--- src/rtl/calc_pb_player_pkg.sv ---
// Shared types and field layout for the calculator pushbutton player.
// A command word is {hold[3:0], buttons[9:0]}.
package calc_pb_player_pkg;

  localparam int CMD_W    = 14;
  localparam int PB_W     = 10;
  localparam int HOLD_W   = 4;
  localparam int SS_W     = 14;

  localparam int BTN_LSB  = 0;
  localparam int BTN_MSB  = PB_W - 1;
  localparam int HOLD_LSB = PB_W;
  localparam int HOLD_MSB = PB_W + HOLD_W - 1;

  typedef enum logic [2:0] {
    ST_IDLE    = 3'd0,
    ST_PRESS   = 3'd1,
    ST_RELEASE = 3'd2,
    ST_SETTLE  = 3'd3,
    ST_CAPTURE = 3'd4
  } player_state_t;

  function automatic logic [PB_W-1:0] cmd_buttons(input logic [CMD_W-1:0] cmd);
    return cmd[BTN_MSB:BTN_LSB];
  endfunction

  function automatic logic [HOLD_W-1:0] cmd_hold(input logic [CMD_W-1:0] cmd);
    return cmd[HOLD_MSB:HOLD_LSB];
  endfunction

endpackage

--- src/rtl/pb_cmd_fifo.sv ---
// Synchronous command FIFO. Full/empty derive from the registered level only;
// read data comes straight from the storage registers at the read pointer.
module pb_cmd_fifo
  import calc_pb_player_pkg::*;
#(
  parameter int DEPTH = 8
) (
  input  logic                     clk,
  input  logic                     nrst,
  input  logic                     i_flush,
  input  logic                     i_push,
  input  logic [CMD_W-1:0]         i_wdata,
  input  logic                     i_pop,
  output logic [CMD_W-1:0]         o_rdata,
  output logic                     o_full,
  output logic                     o_empty,
  output logic [$clog2(DEPTH):0]   o_level
);

  localparam int AW = $clog2(DEPTH);

  logic [CMD_W-1:0] r_mem [DEPTH];
  logic [AW-1:0]    r_wr_ptr;
  logic [AW-1:0]    r_rd_ptr;
  logic [AW:0]      r_level;
  logic             w_push;
  logic             w_pop;

  assign o_full  = (r_level == (AW+1)'(DEPTH));
  assign o_empty = (r_level == '0);
  assign o_level = r_level;
  assign o_rdata = r_mem[r_rd_ptr];

  // A push while full is dropped even if a pop frees a slot this cycle.
  assign w_push = i_push & ~o_full;
  assign w_pop  = i_pop & ~o_empty;

  always_ff @(posedge clk) begin
    if (!nrst || i_flush) begin
      r_wr_ptr <= '0;
      r_rd_ptr <= '0;
      r_level  <= '0;
    end else begin
      if (w_push) r_wr_ptr <= r_wr_ptr + AW'(1);
      if (w_pop)  r_rd_ptr <= r_rd_ptr + AW'(1);
      r_level <= r_level + (AW+1)'(w_push) - (AW+1)'(w_pop);
    end
  end

  always_ff @(posedge clk) begin
    if (w_push && nrst && !i_flush) r_mem[r_wr_ptr] <= i_wdata;
  end

endmodule

--- src/rtl/calc_pb_player.sv ---
// Plays queued button commands into the calculator as press/release/settle
// sequences and captures the seven-segment display after each one.
module calc_pb_player
  import calc_pb_player_pkg::*;
#(
  parameter int DEPTH  = 8,
  parameter int GAP    = 4,
  parameter int SETTLE = 2
) (
  input  logic                    clk,
  input  logic                    nrst,
  input  logic                    cmd_valid,
  output logic                    cmd_ready,
  input  logic [CMD_W-1:0]        cmd_data,
  input  logic                    start,
  input  logic                    abort,
  output logic [PB_W-1:0]         pb,
  input  logic [SS_W-1:0]         ss,
  output logic [SS_W-1:0]         cap_ss,
  output logic                    cap_valid,
  output logic                    busy,
  output logic [$clog2(DEPTH):0]  level,
  output player_state_t           dbg_state
);

  localparam int HOLD_MAX  = (1 << HOLD_W) - 1;
  localparam int CNT_MAX_A = ((GAP - 1) > HOLD_MAX) ? (GAP - 1) : HOLD_MAX;
  localparam int CNT_MAX   = ((SETTLE - 1) > CNT_MAX_A) ? (SETTLE - 1) : CNT_MAX_A;
  localparam int CNT_W     = $clog2(CNT_MAX + 1);

  player_state_t    r_state;
  logic [CNT_W-1:0] r_cnt;
  logic [CMD_W-1:0] r_cmd;
  logic [SS_W-1:0]  r_cap_ss;
  logic             r_cap_valid;

  logic [CMD_W-1:0] w_rdata;
  logic             w_full;
  logic             w_empty;
  logic             w_push;
  logic             w_pop;

  // Handshake: a command transfers on a cycle where cmd_valid and cmd_ready are
  // both high; cmd_ready depends only on registered occupancy, never on cmd_valid.
  assign w_push = cmd_valid & ~abort;
  assign w_pop  = ~abort & ((r_state == ST_IDLE && start) || (r_state == ST_CAPTURE));

  pb_cmd_fifo #(.DEPTH(DEPTH)) u_fifo (
    .clk     (clk),
    .nrst    (nrst),
    .i_flush (abort),
    .i_push  (w_push),
    .i_wdata (cmd_data),
    .i_pop   (w_pop),
    .o_rdata (w_rdata),
    .o_full  (w_full),
    .o_empty (w_empty),
    .o_level (level)
  );

  assign cmd_ready = ~w_full;
  assign busy      = (r_state != ST_IDLE);
  assign cap_ss    = r_cap_ss;
  assign cap_valid = r_cap_valid;
  assign dbg_state = r_state;

  always_comb begin
    pb = '0;
    if (r_state == ST_PRESS) pb = cmd_buttons(r_cmd);
  end

  // Each timed phase loads r_cnt with (length - 1) on entry and leaves at zero.
  always_ff @(posedge clk) begin
    if (!nrst) begin
      r_state     <= ST_IDLE;
      r_cnt       <= '0;
      r_cmd       <= '0;
      r_cap_ss    <= '0;
      r_cap_valid <= 1'b0;
    end else if (abort) begin
      r_state     <= ST_IDLE;
      r_cnt       <= '0;
      r_cap_valid <= 1'b0;
    end else begin
      r_cap_valid <= 1'b0;
      case (r_state)
        ST_IDLE: begin
          if (start && !w_empty) begin
            r_cmd   <= w_rdata;
            r_cnt   <= CNT_W'(cmd_hold(w_rdata));
            r_state <= ST_PRESS;
          end
        end
        ST_PRESS: begin
          if (r_cnt == '0) begin
            r_cnt   <= CNT_W'(GAP - 1);
            r_state <= ST_RELEASE;
          end else begin
            r_cnt <= r_cnt - 1'b1;
          end
        end
        ST_RELEASE: begin
          if (r_cnt == '0) begin
            r_cnt   <= CNT_W'(SETTLE - 1);
            r_state <= ST_SETTLE;
          end else begin
            r_cnt <= r_cnt - 1'b1;
          end
        end
        ST_SETTLE: begin
          if (r_cnt == '0) r_state <= ST_CAPTURE;
          else             r_cnt   <= r_cnt - 1'b1;
        end
        ST_CAPTURE: begin
          r_cap_ss    <= ss;
          r_cap_valid <= 1'b1;
          if (!w_empty) begin
            r_cmd   <= w_rdata;
            r_cnt   <= CNT_W'(cmd_hold(w_rdata));
            r_state <= ST_PRESS;
          end else begin
            r_state <= ST_IDLE;
          end
        end
        default: r_state <= ST_IDLE;
      endcase
    end
  end

endmodule

--- config.mk ---
export PLATFORM = sky130hd
export DESIGN_NAME = calc_pb_player
export DESIGN_NICKNAME = d
export VERILOG_FILES = /design/src/rtl/calc_pb_player_pkg.sv /design/src/rtl/pb_cmd_fifo.sv /design/src/rtl/calc_pb_player.sv
export SDC_FILE = /design/constraint.sdc
export NUM_CORES = 1
export LEC_CHECK = 0
export BUFFER_PORTS_ARGS = -buffer_cell sky130_fd_sc_hd__buf_2
export CAP_MARGIN = 10
export CORE_MARGIN = 1.5
export CORE_UTILIZATION = 60
export CTS_CLUSTER_SIZE = 28
export DETAILED_ROUTE_END_ITERATION = 16
export PLACE_DENSITY = 0.9
export SYNTH_ARGS = -nofsm -noshare
export SYNTH_HDL_FRONTEND = slang
export SYNTH_SLANG_ARGS = --single-unit
--- constraint.sdc ---
create_clock -name clk -period 8.4 [get_ports clk]
set_clock_uncertainty 0.05 [all_clocks]
set_input_delay 1.68 -clock clk [delete_from_list [all_inputs] [get_ports clk]]
set_output_delay 1.68 -clock clk [all_outputs]
set_load 0.02 [all_outputs]
==> impl_metrics.ini <==
[status]
outcome = finished clean

[setup_path]
cpMaxStageDelayCell = nor3_2
rr_startpoint = dbg_state[2]
r2r_setup_slack_ns = 5.44
path_max_fanout = 27
crit_family = simple AND/OR/NAND/NOR gates
path_class = in -> reg
worst_r2r_endpoint = u_fifo.o_level[2]
required_ns = 8.48
worstPathArrival_ns = 3.90
cp_num_buf_inv = 1
max_stage_delay_ns = 0.90
crit_path_start_kind = input pin
path_cells = buf_2 > nand2b_1 > or3_1 > nor3_2
end_kind = flop
worst-r2r-cell-count = 9

[placed_design]
dp_hpwl_mm = 8.29
gp_congestion = 0.812
io_buffers = 66
place_ws_ns = 3.90
numPlacedInstances = 595

[synth]
synthCells = 413
synth.distinct_cells = 52
async_flop_share_pct = 0
synth_area_sq_um = 6330
synth-main-ff-cell = edfxtp_1
postSynthAreaPerCell_sq_um = 15.3
yosysSeqAreaShare_pct = 67.3
synth_fp_nets = 456
ys_ff_latch = 157
synth_edf_count = 112
ys.warnings.count = 0

[drt]
wl_per_cell_um = 21.4
antenna_left = 0
routedLengthMet1_mm = 5.33
met2_length_mm = 7.02
dr.pass1.iters = 5
wl_met3_um = 739
drc_errors = 0
vias_per_cell = 5.88
drt-total-wl_mm = 13.5
dr_total_vias = 3719
top_layer = met4
dr.first_iter.drc_count = 383

[cts]
cts_buffer_depth = 2
htree_levels = 4
worstSkewPairLatency_ns = 0.52
cts_setup_buffers = 0
numCtsBuffers = 17
cts_tree = yes
clockRootBuffer = clkbuf_8
clk_pin_slew_ns = 0.06
cts_hold_buf = 0
ctsResizeCount = 0
cts.sinks = 157

[power]
power_mw = 1.75
peakVddDrop_mv = 0.188
power_density_nw_per_um2 = 235
leakagePower_nw = 2.60

[final_layout]
fin_nets = 527
num_antenna_cells = 0
area_growth_pct = 17.4
instances_no_fill = 633
drive_gt1_share_pct = 28.8

[min_path]
hold_path.class = reg -> reg
min_to = cap_ss[1]
hp-start = cap_ss[1]
hold_depth = 2

[timing]
fin_crit_ns = 3.82
slew_headroom_pct = 22.6
rsz0062_at_grt = false
period_share_pct = 45.4
tns_ns = 0
final-max-slew-violation-count = 0
final-hold-violation-count = 0
worst_slack_ns = 4.58
finalSetupViolCount = 0
max_freq_mhz = 262
worstMarginPinSlew_ns = 1.16

[global_routing]
antenna_found_initial = 0
grt.total_usage_pct = 26.3
grt_pass1_wl_mm = 20.8
grt_pass1_vias = 3747
overflow = 0
grt_max_degree = 29

[floorplan]
io_pins = 67
coreArea_sq_um = 10300
die_x_um = 106
die_y_um = 106
dieArea_sq_um = 11200
rows = 37
initial_core_util_pct = 61.6

[flow_run]
drv_cap = 0
==> final cells by class <==
class / instances / area, sq um
clock buffer: 17 / 414
clock inverter: 15 / 229
fill: 629 / 2840
inverter: 9 / 33.8
multi-input combinational: 226 / 1930
sequential: 157 / 4270
tap: 136 / 170
timing repair buffer: 73 / 394
==> flip-flops by register name, indices dropped and copies added, names as in the netlist, named ones only <==
| register | count |
|---|---|
| u_fifo.r_mem | 112 |
| u_fifo.r_rd_ptr | 3 |
| dbg_state | 3 |
| u_fifo.r_wr_ptr | 3 |
| cap_ss | 14 |
| u_fifo.o_level | 4 |
| cap_valid | 1 |
| r_cnt | 4 |
| r_cmd | 10 |
==> worst min-delay path: cells and delay by family, from the launching register on <==
family             cells  cell delay [ns]
AOI/OAI and AO/OA      1             0.05
DFF                    1             0.31
and+or+nand+nor        1             0.05
==> power breakdown <==
part | internal [mW] | total, mW | leakage, nW | switching (mW)
sequential | 0.838 | 0.846 | 1.37 | 0.00839
combinational | 0.0301 | 0.0739 | 0.920 | 0.0439
clock | 0.518 | 0.826 | 0.311 | 0.308
total | 1.39 | 1.75 | 2.60 | 0.360
==> Yosys cell counts, drive strengths merged, types with 6 or more instances <==
library cell / instances / area share, %
a21boi: 14 / 1.7
mux4: 28 / 10
dfxtp: 45 / 14
nor3: 8 / 0.81
o21ai: 16 / 1.3
edfxtp: 112 / 53
clkbuf: 7 / 0.41
and2: 12 / 1.2
nand2b: 6 / 0.59
ha: 9 / 1.8
nand2: 35 / 2.1
nor2: 28 / 1.7
a21oi: 13 / 1.0
buf: 14 / 1.4
inv: 9 / 0.53
mux2i: 15 / 2.4
==> kinds of logic after synthesis <==
group	after synthesis	share of synthesized area (%)
compound gates	58	6.03
xor+xnor	7	0.968
fa+ha+maj	11	2.25
buf+inv	30	2.33
flops	157	67.3
mux	43	12.3
simple gates	107	8.77
==> worst max-delay path by stage <==
stage,cells after the start,end,startpoint,slack [ns]
floorplan,4,u_fifo.r_mem[0][0],abort,4.61
global placement,4,u_fifo.r_mem[6][7],nrst,4.11
detailed placement,4,u_fifo.r_mem[4][7],nrst,3.90
CTS,4,u_fifo.r_mem[4][2],nrst,4.43
global route,4,u_fifo.r_mem[0][6],nrst,4.34
finish,4,u_fifo.r_mem[0][2],nrst,4.58
==> cells in the final DEF, fill, tap and decap left out, types with 3 or more instances in the layout <==
cell type	synthesis	final
nor3_1	7	5
a21oi_1	13	13
nand2_1	35	35
ha_1	9	9
dfxtp_1	45	44
xnor2_1	4	4
mux4_2	28	28
buf_4	5	4
buf_6	1	3
inv_1	7	7
nand2b_1	6	6
inv_6	0	5
edfxtp_1	112	112
a21boi_1	14	14
nor2b_1	4	4
o21ai_1	11	11
buf_2	7	66
nor2_1	28	28
xor2_1	3	3
and2_1	12	12
mux2i_1	15	15
bufinv_16	0	5
clkbuf_16	0	16
o21ai_0	5	5
==> metrics by stage <==
step,hold WS (ns),util [%],area [sq um]
final,0.407,72.4,7440
after global routing,0.427,72.4,7440
after CTS,0.409,71.8,7380
after detailed placement,0.399,65.6,6740
after global placement,0.387,65.6,6740
after floorplan,0.431,-,6330
==> routing by layer <==
layer / up-vias / track usage, %
met1: 1842 / 32.6
met5: - / 0
met3: 27 / 6.00
li1: 1697 / -
met4: 0 / 12.4
met2: 153 / 44.0
Power figures use the tool's default switching activity.
